===== src/rtl/inst_encode_loader_pkg.sv =====
// Shared definitions for the instruction encoder/loader: class codes, RV32I opcodes,
// loader FSM states and instruction-format packing helpers.
package inst_encode_loader_pkg;

    localparam logic [3:0] CLS_R      = 4'd0;
    localparam logic [3:0] CLS_IALU   = 4'd1;
    localparam logic [3:0] CLS_LOAD   = 4'd2;
    localparam logic [3:0] CLS_STORE  = 4'd3;
    localparam logic [3:0] CLS_BRANCH = 4'd4;
    localparam logic [3:0] CLS_LUI    = 4'd5;
    localparam logic [3:0] CLS_AUIPC  = 4'd6;
    localparam logic [3:0] CLS_JAL    = 4'd7;
    localparam logic [3:0] CLS_JALR   = 4'd8;

    localparam logic [6:0] OPC_OP     = 7'b0110011;
    localparam logic [6:0] OPC_OPIMM  = 7'b0010011;
    localparam logic [6:0] OPC_LOAD   = 7'b0000011;
    localparam logic [6:0] OPC_STORE  = 7'b0100011;
    localparam logic [6:0] OPC_BRANCH = 7'b1100011;
    localparam logic [6:0] OPC_LUI    = 7'b0110111;
    localparam logic [6:0] OPC_AUIPC  = 7'b0010111;
    localparam logic [6:0] OPC_JAL    = 7'b1101111;
    localparam logic [6:0] OPC_JALR   = 7'b1100111;

    localparam logic [6:0] FN7_ALT    = 7'b0100000;

    localparam logic [1:0] S_IDLE  = 2'd0;
    localparam logic [1:0] S_RUN   = 2'd1;
    localparam logic [1:0] S_DRAIN = 2'd2;
    localparam logic [1:0] S_DONE  = 2'd3;

    typedef struct packed {
        logic        illegal;
        logic [31:0] word;
    } enc_result_t;

    // R layout: fn7[31:25] rs2[24:20] rs1[19:15] fn3[14:12] rd[11:7] opcode[6:0].
    // S and B formats reuse it with immediate pieces in the fn7/rd slots.
    function automatic logic [31:0] r_type(input logic [6:0] fn7, input logic [4:0] rs2,
                                           input logic [4:0] rs1, input logic [2:0] fn3,
                                           input logic [4:0] rd, input logic [6:0] opc);
        return {fn7, rs2, rs1, fn3, rd, opc};
    endfunction

    function automatic logic [31:0] i_type(input logic [11:0] imm12, input logic [4:0] rs1,
                                           input logic [2:0] fn3, input logic [4:0] rd,
                                           input logic [6:0] opc);
        return {imm12, rs1, fn3, rd, opc};
    endfunction

endpackage


===== src/rtl/inst_encode_loader_fifo.sv =====
// Synchronous word FIFO with combinational head output; push and pop may coincide.
module inst_fifo #(
    parameter int DEPTH = 4,
    parameter int W     = 32
) (
    input  logic                     clk,
    input  logic                     rst_n,
    input  logic                     push,
    input  logic [W-1:0]             din,
    input  logic                     pop,
    output logic [W-1:0]             dout,
    output logic                     full,
    output logic                     empty,
    output logic [$clog2(DEPTH):0]   count
);
    localparam int PW = $clog2(DEPTH);

    logic [W-1:0]  mem_reg [DEPTH];
    logic [PW-1:0] wr_ptr_reg;
    logic [PW-1:0] rd_ptr_reg;
    logic [PW:0]   count_reg;

    // Storage has no reset: pointers and count alone define validity.
    always_ff @(posedge clk) begin
        if (push) begin
            mem_reg[wr_ptr_reg] <= din;
        end
    end

    always_ff @(posedge clk or negedge rst_n) begin
        if (!rst_n) begin
            wr_ptr_reg <= '0;
            rd_ptr_reg <= '0;
            count_reg  <= '0;
        end else begin
            if (push) begin
                wr_ptr_reg <= wr_ptr_reg + PW'(1);
            end
            if (pop) begin
                rd_ptr_reg <= rd_ptr_reg + PW'(1);
            end
            case ({push, pop})
                2'b10:   count_reg <= count_reg + (PW+1)'(1);
                2'b01:   count_reg <= count_reg - (PW+1)'(1);
                default: count_reg <= count_reg;
            endcase
        end
    end

    assign dout  = mem_reg[rd_ptr_reg];
    assign full  = (count_reg == (PW+1)'(DEPTH));
    assign empty = (count_reg == '0);
    assign count = count_reg;

endmodule


===== src/rtl/inst_encode_loader.sv =====
// Encodes decoded RV32I field sets into machine words and streams them into
// instruction RAM at consecutive word addresses through a small FIFO.
module inst_encode_loader
    import inst_encode_loader_pkg::*;
#(
    parameter int AW    = 12,
    parameter int DEPTH = 4
) (
    input  logic          clk,
    input  logic          rst_n,
    input  logic          start,
    input  logic [AW-1:0] base_addr,
    input  logic          finish,
    input  logic          in_valid,
    output logic          in_ready,
    input  logic [3:0]    in_cls,
    input  logic [2:0]    in_fn3,
    input  logic          in_alt,
    input  logic [4:0]    in_rd,
    input  logic [4:0]    in_rs1,
    input  logic [4:0]    in_rs2,
    input  logic [31:0]   in_imm,
    input  logic          mem_gnt,
    output logic [3:0]    mem_we,
    output logic [AW-1:0] mem_addr,
    output logic [31:0]   mem_wdata,
    output logic          done,
    output logic          err,
    output logic [AW-2:0] words
);

    function automatic enc_result_t encode(input logic [3:0] cls, input logic [2:0] fn3,
                                           input logic alt, input logic [4:0] rd,
                                           input logic [4:0] rs1, input logic [4:0] rs2,
                                           input logic [31:0] imm);
        enc_result_t r;
        r.illegal = 1'b0;
        r.word    = 32'h0;
        case (cls)
            CLS_R: begin
                r.word    = r_type(alt ? FN7_ALT : 7'h00, rs2, rs1, fn3, rd, OPC_OP);
                r.illegal = alt && (fn3 != 3'b000) && (fn3 != 3'b101);
            end
            CLS_IALU: begin
                // Shift-immediates carry the shamt in imm[4:0] and the arithmetic flag in bit 30.
                if (fn3 == 3'b001 || fn3 == 3'b101) begin
                    r.word = i_type({1'b0, alt, 5'b0, imm[4:0]}, rs1, fn3, rd, OPC_OPIMM);
                end else begin
                    r.word = i_type(imm[11:0], rs1, fn3, rd, OPC_OPIMM);
                end
                r.illegal = alt && (fn3 != 3'b101);
            end
            CLS_LOAD: begin
                r.word    = i_type(imm[11:0], rs1, fn3, rd, OPC_LOAD);
                r.illegal = (fn3 == 3'b011) || (fn3 == 3'b110) || (fn3 == 3'b111);
            end
            CLS_STORE: begin
                r.word    = r_type(imm[11:5], rs2, rs1, fn3, imm[4:0], OPC_STORE);
                r.illegal = (fn3 > 3'b010);
            end
            CLS_BRANCH: begin
                r.word    = r_type({imm[12], imm[10:5]}, rs2, rs1, fn3,
                                   {imm[4:1], imm[11]}, OPC_BRANCH);
                r.illegal = (fn3 == 3'b010) || (fn3 == 3'b011) || imm[0];
            end
            CLS_LUI:   r.word = {imm[31:12], rd, OPC_LUI};
            CLS_AUIPC: r.word = {imm[31:12], rd, OPC_AUIPC};
            CLS_JAL: begin
                r.word    = {imm[20], imm[10:1], imm[11], imm[19:12], rd, OPC_JAL};
                r.illegal = imm[0];
            end
            CLS_JALR: begin
                r.word    = i_type(imm[11:0], rs1, fn3, rd, OPC_JALR);
                r.illegal = (fn3 != 3'b000);
            end
            default: r.illegal = 1'b1;
        endcase
        return r;
    endfunction

    logic [1:0]           state_reg;
    logic [1:0]           state_next;
    logic [AW-1:0]        addr_reg;
    logic [AW-2:0]        words_reg;
    logic                 err_reg;
    enc_result_t          enc;
    logic                 accept;
    logic                 push;
    logic                 wr_fire;
    logic                 fifo_full;
    logic                 fifo_empty;
    logic [$clog2(DEPTH):0] unused_fifo_count;
    logic [1:0]           unused_base_lsbs;

    always_comb begin
        enc = encode(in_cls, in_fn3, in_alt, in_rd, in_rs1, in_rs2, in_imm);
    end

    assign in_ready = (state_reg == S_RUN) && !fifo_full;
    assign accept   = in_valid && in_ready;
    assign push     = accept && !enc.illegal;
    assign wr_fire  = !fifo_empty && mem_gnt;

    inst_fifo #(
        .DEPTH (DEPTH),
        .W     (32)
    ) u_fifo (
        .clk   (clk),
        .rst_n (rst_n),
        .push  (push),
        .din   (enc.word),
        .pop   (wr_fire),
        .dout  (mem_wdata),
        .full  (fifo_full),
        .empty (fifo_empty),
        .count (unused_fifo_count)
    );

    always_comb begin
        state_next = state_reg;
        case (state_reg)
            S_IDLE:  if (start)      state_next = S_RUN;
            S_RUN:   if (finish)     state_next = S_DRAIN;
            S_DRAIN: if (fifo_empty) state_next = S_DONE;
            S_DONE:                  state_next = S_IDLE;
            default:                 state_next = S_IDLE;
        endcase
    end

    // The FIFO is always empty in IDLE, so start never collides with a write.
    always_ff @(posedge clk or negedge rst_n) begin
        if (!rst_n) begin
            state_reg <= S_IDLE;
            addr_reg  <= '0;
            words_reg <= '0;
            err_reg   <= 1'b0;
        end else begin
            state_reg <= state_next;
            if (wr_fire) begin
                addr_reg  <= addr_reg + AW'(4);
                words_reg <= words_reg + (AW-1)'(1);
            end
            if (accept && enc.illegal) begin
                err_reg <= 1'b1;
            end
            if (state_reg == S_IDLE && start) begin
                addr_reg  <= {base_addr[AW-1:2], 2'b00};
                words_reg <= '0;
                err_reg   <= 1'b0;
            end
        end
    end

    assign unused_base_lsbs = base_addr[1:0];
    assign mem_we   = wr_fire ? 4'b1111 : 4'b0000;
    assign mem_addr = addr_reg;
    assign done     = (state_reg == S_DONE);
    assign err      = err_reg;
    assign words    = words_reg;

endmodule


===== config.mk =====
export PLATFORM = sky130hd
export DESIGN_NAME = inst_encode_loader
export DESIGN_NICKNAME = d
export VERILOG_FILES = /design/src/rtl/inst_encode_loader_pkg.sv /design/src/rtl/inst_encode_loader_fifo.sv /design/src/rtl/inst_encode_loader.sv
export SDC_FILE = /design/constraint.sdc
export NUM_CORES = 1
export LEC_CHECK = 0
export CAP_MARGIN = 20
export CORE_MARGIN = 8
export CORE_UTILIZATION = 42
export CTS_BUF_LIST = sky130_fd_sc_hd__clkbuf_8 sky130_fd_sc_hd__clkbuf_16
export DETAILED_ROUTE_END_ITERATION = 8
export PLACE_DENSITY = 0.68
export SYNTH_ARGS = -nofsm -noshare
export SYNTH_HDL_FRONTEND = slang
export SYNTH_SLANG_ARGS = --single-unit
export TNS_END_PERCENT = 10

===== constraint.sdc =====
create_clock -name clk -period 2.2 [get_ports clk]
set_input_delay 0.33 -clock clk [delete_from_list [all_inputs] [get_ports clk]]
set_output_delay 0.33 -clock clk [all_outputs]
set_load 0.01 [all_outputs]

# --- Yosys cells after proc, flatten, opt, wreduce, memory -nomap -nowiden ---
# Memory sizes are Yosys's and may differ from the RTL's.
# Cells that the tools add are included.
word_totals:
  register_bits: 33
  ram_bits: 128
  input_bits: 73
  elab_cells: 83
  memories: 1
op_classes:
  add_sub_neg: 6
  n_lt_le_gt_ge: 1
  n_eq_ne: 24
  mux: 18
  n_reduce_logical: 26
memory_table:
  columns: ["memory", "depth", "width", "rd", "rd_ports_with_merged_regs", "write_ports", "line_no", "text"]
  rows:
  - ["u_fifo.mem_reg", 4, 32, 1, 0, 1, "inst_encode_loader_fifo.sv:18", "logic [W-1:0] mem_reg [DEPTH];"]
ops:
  columns: ["cell", "count"]
  rows:
  - ["32-bit one-hot mux with 9 select lines", 1]
  - ["32-bit 2-to-1 mux", 1]
  - ["12-bit 2-to-1 mux", 2]
  - ["11-bit 2-to-1 mux", 2]
  - ["4-bit by 3-bit equality test with 1-bit output (second input constant)", 4]
  - ["12-bit by 3-bit adder with 12-bit output (second input constant)", 1]
  - ["3-bit equality test (second input constant)", 4]
  - ["11-bit by 1-bit adder with 11-bit output (second input constant)", 1]
  - ["1-bit logical AND", 9]
  - ["4-bit by 2-bit equality test with 1-bit output (second input constant)", 2]
  - ["1-bit one-hot mux with 8 select lines", 1]
  - ["2-bit one-hot mux with 4 select lines", 1]
  - ["2-bit equality test (second input constant)", 3]
  - ["3-bit by 2-bit equality test with 1-bit output (second input constant)", 2]
  - ["2-bit 2-to-1 mux", 3]
  - ["6-bit 2-to-1 mux", 1]
  - ["2-bit inequality test (second input constant)", 3]
  - ["3-bit one-hot mux with 2 select lines", 1]
  - ["2-bit nonzero test", 3]
  - ["1-bit logical OR", 5]
  - ["2-bit by 1-bit adder with 2-bit output (second input constant)", 2]
  - ["2-bit by 1-bit equality test with 1-bit output (second input constant)", 2]
  - ["4-bit by 1-bit equality test with 1-bit output (second input constant)", 1]
  - ["4-bit equality test (second input constant)", 1]
  - ["other kinds (14)", 19]

# --- Logic depth before layout (Yosys ltp) ---
# Gate-level depths: netlist of the first run.
depth:
  depth_word: 8
  mapped_depth: 13
  depth_no_buf: 13

# --- By module ---
# A second synthesis of the first run with hierarchy kept.
unflattened:
  hier_cells: 462
  area_unflattened_um2: 7183.1
by_module_without_submodules:
  columns: ["module", "instances", "cells_each", "area_per_inst_um2", "seq_area_each_um2"]
  rows:
  - ["inst_fifo", 1, 205, 5063.6, 4018.9]
  - ["inst_encode_loader", 1, 257, 2119.5, 600.6]

# --- Least setup slack after synthesis of the first run ---
# Ideal clock, no wire load.
synth_path:
  path_type: "register to register"
  startpoint: "register state_reg[1]"
  endpoint: "register u_fifo.count_reg[1] (netlist: u_fifo.count[1])"
  setup_ns: 0.083
  arrival_time_ns: 2.250
  slack_ns: -0.132
  path_stages_with_launch: 12
  n_path_buf: 0
  synth_period_minus_slack_ns: 2.332
  cell_sequence: "dfrtp_1 inv_1 ha_1 inv_1 a31oi_1 nand2_1 nor3_4 inv_1 ha_1 inv_1 fa_1 o21ai_0"
synth_between:
  elab_chain_len: 6
synth_rtl:
  columns: ["item", "line_no", "text"]
  rows:
  - ["start, declared", "inst_encode_loader.sv:81", "logic [1:0] state_reg;"]
  - ["start signal, assigned", "inst_encode_loader.sv:138", "state_reg <= state_next;"]
  - ["2-bit by 1-bit equality test with 1-bit output *", "inst_encode_loader.sv:99", "assign in_ready = (state_reg == S_RUN) && !fifo_full;"]
  - ["1-bit logical AND *", "inst_encode_loader.sv:99", null]
  - ["via in_ready", "inst_encode_loader.sv:15", "output logic in_ready,"]
  - ["1-bit logical AND *", "inst_encode_loader.sv:100", "assign accept = in_valid && in_ready;"]
  - ["1-bit logical AND *", "inst_encode_loader.sv:101", "assign push = accept && !enc.illegal;"]
  - ["2-bit by 1-bit equality test with 1-bit output or 2-bit equality test (tied branches)", "inst_encode_loader_fifo.sv:42", "case ({push, pop})"]
  - ["3-bit one-hot mux with 2 select lines or 2-bit nonzero test (tied branches)", null, null]
  - ["end signal, assigned", "inst_encode_loader_fifo.sv:43", "2'b10: count_reg <= count_reg + (PW+1)'(1);"]
  - ["end signal, assigned", "inst_encode_loader_fifo.sv:44", "2'b01: count_reg <= count_reg - (PW+1)'(1);"]
  - ["end signal, assigned", "inst_encode_loader_fifo.sv:45", "default: count_reg <= count_reg;"]
  - ["end, declared", "inst_encode_loader_fifo.sv:21", "logic [PW:0] count_reg;"]
# The timed path passes the listed nets; every way through them passes the cells marked *.
# A chain may end at the register's enable or synchronous reset.

# --- Worst setup path after layout of the first run ---
layout_path:
  startpoint: "register u_fifo.rd_ptr_reg[0]"
  endpoint: "output port mem_wdata[23]"
layout_between:
  elab_chain_len: 1
layout_rtl:
  columns: ["item", "line_no", "text"]
  rows:
  - ["start, declared", "inst_encode_loader_fifo.sv:20", "logic [PW-1:0] rd_ptr_reg;"]
  - ["start signal, assigned", "inst_encode_loader_fifo.sv:40", "rd_ptr_reg <= rd_ptr_reg + PW'(1);"]
  - ["memory 4 x 32 bit", null, null]
  - ["end, declared", "inst_encode_loader.sv:26", "output logic [31:0] mem_wdata,"]
# Every way passes these cells.

==> impl_metrics.json, run 1 <==
{
  "status": "finished, final reports clean",
  "rsz0062_at_grt": "yes",
  "multi_input_comb_area_um2": 2382,
  "numCtsBuffers": 17,
  "clock_latency_ns": 0.43,
  "die_w_um": 145.2,
  "cts_tree": "built",
  "cp_max_fo": 4,
  "critPathKind": "reg -> out",
  "start_kind": "flip-flop",
  "tightestPinTransition_ns": 0.7543,
  "coreArea_um2": 16470,
  "portBuffers": 130,
  "final_util_pct": 58.72,
  "synth_flop_cell": "edfxtp_1",
  "grt_max_degree": 33,
  "fin_worst_skew_ns": 0.01866,
  "cellLeakagePower_nw": 3.700,
  "syn_inst": 461,
  "synth_most_common_cell": "edfxtp_1",
  "maxCapViolCount": 0,
  "ys_seq_area_share_pct": 64.20,
  "cts_root_buf": "clkbuf_16",
  "num_rows": 47,
  "fp.dieH_um": 145.2,
  "fin_cells": 878,
  "vias": 4596,
  "yosysUniqueCellTypes": 53,
  "cp-end-kind": "primary output",
  "first_pass_iters": 5,
  "period_share_pct": 96.90,
  "cp.arrival_ns": 1.80,
  "maxSlewViolCount": 0,
  "power.density_nw_per_um2": 1092,
  "hpwlAfterDp_um": 12260,
  "ys_async_sr_fraction_pct": 20.00,
  "fmaxAchievable_mhz": 469.1,
  "postLayoutCellArea_um2": 9668,
  "syn_avg_cell_area_um2": 15.20,
  "die_area_um2": 21070,
  "routabilityCongestion": 0.8541,
  "synth-edff-count": 124,
  "area_growth_syn_to_layout_pct": 37.96,
  "setup_tns_ns": 0,
  "yosysWarnings": 0,
  "holdWs_ns": 0.2898,
  "peakVddDrop_uv": 694.6,
  "antenna_found_initial": 0,
  "synth_top_area_share_pct": 53.13,
  "worstPathRequired_ns": 1.87,
  "pin_count": 135,
  "drtAntennaViolNets": 0,
  "hold_viol": 0,
  "cts.sinks": 155,
  "drc": 0,
  "viasPerCell": 5.235,
  "netlist_area_um2": 7008,
  "grt-ovfl-total": 0,
  "htreeDepth": 4,
  "postCtsHoldBufs": 0,
  "routed_wl_um": 16800,
  "place_inst": 840,
  "path_clk_slew_ns": 0.07,
  "grt_pass1_vias": 5043,
  "grt_pass1_wl_um": 26950,
  "synth_common_cells": "edfxtp_1, dfrtp_1, mux4_2",
  "setup_viol": 0,
  "yosys.area.top_type": "edfxtp_1",
  "drt-initial-drc-count": 271,
  "period_minus_slack_ns": 2.132,
  "ys_ff_latch": 155,
  "wire_per_inst_um": 19.14,
  "hold_class": "in -> async",
  "ff_latch_area_um2": 4501,
  "initial_core_util_pct": 42.56,
  "grt_usage_pct": 16.25,
  "cts_max_path_buffers": 2,
  "max_slew_margin_pct": 49.53,
  "fill_cells": 1276,
  "largest_reg_flops": 124,
  "final_layout_size_suffix_gt1_share_pct": 28.27,
  "dpl_cell_area_um2": 9060,
  "synthTopCellsByArea": "edfxtp_1, dfrtp_1, mux4_2",
  "nNetsFinal": 731,
  "diodes": 0
}
placed cells by master, fill, tap and decap left out, types with 4 or more instances in the layout:
master,instances
buf_12,14
dfrtp_1,30
clkbuf_16,24
and3_1,5
o21ai_0,18
a221oi_1,5
a21o_1,5
a211oi_1,7
dlygate4sd2_1,8
mux4_2,31
nand4_1,4
nand2_1,29
clkbuf_2,18
and2_2,4
mux2i_1,5
nor2b_1,4
nand2b_1,4
edfxtp_1,124
clkdlybuf4s50_1,85
xor2_1,18
buf_4,50
a22o_1,12
nor2_1,22
ha_1,10
nor3_1,5
xnor2_1,11
buf_2,15
nand3_1,7
a21oi_1,9
inv_1,16
a22oi_1,5
repair_timing:
action / in CTS / in global routing
endpoints found under the setup margin: 171 / 146
setup buffers: 3 / 3
resized for setup: 98 / 42
pin swaps: 1 / 9
stage by stage:
step,setup slack [ns],power [mW]
after floorplan,-0.0006513,5.793
after global placement,-0.5595,7.686
after detailed placement,-0.7197,7.766
after CTS,-0.08674,10.73
after global routing,-0.04875,11.09
final,0.06819,10.56
power by group:
| part | total, mW | leakage [nW] | internal, mW | switching (mW) |
|---|---|---|---|---|
| Combinational | 3.67 | 1.84 | 1.97 | 1.70 |
| Clock | 3.06 | 0.334 | 1.94 | 1.12 |
| Sequential | 3.82 | 1.52 | 3.54 | 0.283 |
cell type report:
cell class,instances,share of cell area [%]
timing repair buffer,194,18.52
clock inverter,7,0.4271
multi-input combinational,260,24.64
clock buffer,25,6.354
tap,220,2.847
sequential,155,46.55
inverter,17,0.6600
kinds of logic (layout without fill, tap and decap cells):
| group | Yosys count | count (layout) | synth area share (%) |
|---|---|---|---|
| DFF | 155 | 155 | 64.20 |
| muxes | 39 | 39 | 11.21 |
| adders and majority gates | 13 | 13 | 2.428 |
| xor gates and xnor gates | 29 | 29 | 3.624 |
| AOI/OAI and AO/OA | 79 | 79 | 8.142 |
| buffers and inverters | 47 | 243 | 3.142 |
| and+or+nand+nor | 98 | 98 | 7.195 |
| other | 1 | 2 | 0.05351 |
worst paths after layout:
kind | startpoint | end | slack [ns] | cells past startpoint
setup / recovery | u_fifo.rd_ptr_reg[0]$_DFFE_PN0P_ | mem_wdata[23] | 0.07 | 3
setup reg to reg | state_reg[1]$_DFFE_PN0P_ | u_fifo.count[2]$_DFFE_PN0P_ | 0.11 | 13
hold reg to reg | err$_DFFE_PN0P_ | err$_DFFE_PN0P_ | 0.52 | 2
hold / removal | rst_n | mem_addr[10]$_DFFE_PN0N_ | 0.29 | 2
max in group asynchronous | rst_n | u_fifo.rd_ptr_reg[0]$_DFFE_PN0P_ | 1.59 | 2
min in group clk | base_addr[11] | mem_addr[11]$_DFFE_PN0N_ | 0.45 | 3
critical path, stage by stage, from the launching register on:
cell           delay, ns
dfrtp_2             0.41
buf_12              0.12
mux4_2              0.53
dlygate4sd2_1       0.31
per-layer routing:
metal  up-vias  wire (µm)  GRT usage [%]
met2       156       8621          27.43
li1       2130          -              -
met3        22       1117          5.784
met1      2288       6841          19.05
met5         -          0              0
met4         0        224          5.206
(Power assumes the default switching activity.)
==> inputs of run 2 (changes only) <==
PLACE_DENSITY = 0.69   (was 0.68)
REMOVE_ABC_BUFFERS = 1   (was not set)
clock period = 1.85 ns   (was 2.2 ns; I/O delays follow)
==> impl_metrics.json, run 2 (synthesized netlist as in run 1, its figures left out) <==
{
  "status": "finished, violations left",
  "violations": "setup timing",
  "critPathLaunch": "u_fifo.rd_ptr_reg[0]$_DFFE_PN0P_",
  "drtAntennaViolNets": 0,
  "wire_per_inst_um": 19.08,
  "setup_ws_ns": -0.2638,
  "grt-ovfl-total": 0,
  "crit_family": "multiplexers",
  "first_pass_iters": 4,
  "start_kind": "flip-flop",
  "tightestPinTransition_ns": 0.5643,
  "rsz0062_at_grt": "yes",
  "grt_max_degree": 33,
  "cts_max_path_buffers": 2,
  "max_slew_margin_pct": 61.99,
  "period_share_pct": 114.3,
  "fin_worst_skew_ns": 0.007124,
  "critPathKind": "reg -> out",
  "grt_pass1_wl_um": 27030,
  "ff2ff_path_depth": 12,
  "cp_num_buf_inv": 3,
  "drc": 0,
  "num_rows": 47,
  "maxSlewViolCount": 0,
  "initial_core_util_pct": 42.56,
  "routed_wl_um": 17110,
  "path_clk_slew_ns": 0.06,
  "die_w_um": 145.2,
  "cp.arrival_ns": 1.84,
  "cp-end-kind": "primary output",
  "worst-path-stages": 4,
  "fp.dieH_um": 145.2,
  "crit_top_cell": "buf_6",
  "area_growth_syn_to_layout_pct": 40.97,
  "r2r-end": "u_fifo.count[2]$_DFFE_PN0P_",
  "worstPathRequired_ns": 1.57,
  "crit_path_end": "mem_wdata[22]",
  "antenna_found_initial": 0,
  "power.density_nw_per_um2": 1298,
  "grt_pass1_vias": 5028,
  "die_area_um2": 21070,
  "coreArea_um2": 16470,
  "path_cells": "buf_12, buf_6, mux4_2, buf_6",
  "fmaxAchievable_mhz": 473.1,
  "viasPerCell": 5.217,
  "diodes": 0,
  "cts_tree": "built",
  "numCtsBuffers": 17,
  "r2r_slack_ns": -0.24,
  "hold_class": "in -> async",
  "largest_reg_flops": 124,
  "hpwlAfterDp_um": 11940,
  "postCtsHoldBufs": 0,
  "vias": 4680,
  "total_power_mw": 12.83,
  "portBuffers": 130,
  "timing.rr.start": "state_reg[0]$_DFFE_PN0P_",
  "clock_latency_ns": 0.42,
  "routabilityCongestion": 0.8028,
  "cts.sinks": 155,
  "hold_viol": 0,
  "htreeDepth": 4,
  "final_cell_mix": "edfxtp_1, clkdlybuf4s50_1, buf_4, buf_6, mux4_2",
  "nNetsFinal": 750,
  "cellLeakagePower_nw": 3.790,
  "final_layout_size_suffix_gt1_share_pct": 32.35,
  "drt-initial-drc-count": 278,
  "cp_max_fo": 6,
  "layout_commonest_cell": "edfxtp_1",
  "cp_slowest_cell": "mux4_2",
  "cpPeakStageDelay_ns": 0.55,
  "peakVddDrop_uv": 791.0,
  "setup_tns_ns": -8.281,
  "period_minus_slack_ns": 2.114,
  "grt_usage_pct": 16.45,
  "pin_count": 135,
  "maxCapViolCount": 0,
  "final_util_pct": 60.00,
  "cts_root_buf": "clkbuf_16",
  "setup_viol": 120
}
-- run 2: worst register-to-register path, delay by kind of cell, from the launching register on --
family	cells	cell delay, ns
adder cells (fa/ha/maj)	3	0.72
flip-flops	1	0.41
XOR/XNOR	2	0.33
AND/OR/NAND/NOR	3	0.31
buffers and inverters	3	0.20
AO/OA/AOI/OAI	1	0.05
-- run 2: power breakdown --
group	internal, mW	total, mW	switching [mW]
clock	2.03	3.29	1.26
sequential	4.21	4.55	0.338
combinational	2.79	4.99	2.20
total	9.03	12.8	3.79
-- run 2: per-stage QoR --
step	instance area (µm²)	setup slack (ns)	cells	hold slack, ns
2_1_floorplan	6855	-0.5338	432	-0.01809
3_3_place_gp	9074	-0.8941	849	0.4714
3_5_place_dp	9074	-1.025	849	0.4742
4_1_cts	9812	-0.4039	893	0.2475
5_1_grt	9879	-0.3134	897	0.2786
6_report	9879	-0.2638	897	0.2479
-- run 2: worst min path at each step --
| stage | from | to | slack (ns) | cells after the start |
|---|---|---|---|---|
| detailed placement | err$_DFFE_PN0P_ | err$_DFFE_PN0P_ | 0.47 | 2 |
| global route | rst_n | mem_addr[3]$_DFFE_PN0N_ | 0.28 | 2 |
| CTS | rst_n | words[3]$_DFFE_PN0N_ | 0.25 | 2 |
| finish | rst_n | mem_addr[3]$_DFFE_PN0N_ | 0.25 | 2 |
| global placement | err$_DFFE_PN0P_ | err$_DFFE_PN0P_ | 0.47 | 2 |
| floorplan | rst_n | err$_DFFE_PN0P_ | -0.02 | 0 |
-- run 2: what timing repair did --
item	CTS	global route
cloned	2	0
pin swaps	7	12
buffers inserted	10	7
setup endpoints to repair	236	191
resized for setup	186	41
-- run 2: area by class of cell --
class                      count  area (µm²)
inverter                      17       63.81
fill                        1249        6586
tap                          220       275.3
multi-input combinational    260        2406
sequential                   155        4501
clock inverter                 8       38.79
clock buffer                  24       544.3
timing repair buffer         213        2051
-- run 2: metal layers --
layer	vias up	routed length, µm	global-route usage (%)
met2	172	8394	26.89
met5	-	0	0
met4	0	263	5.466
met1	2324	7233	20.00
li1	2162	-	-
met3	22	1220	5.752
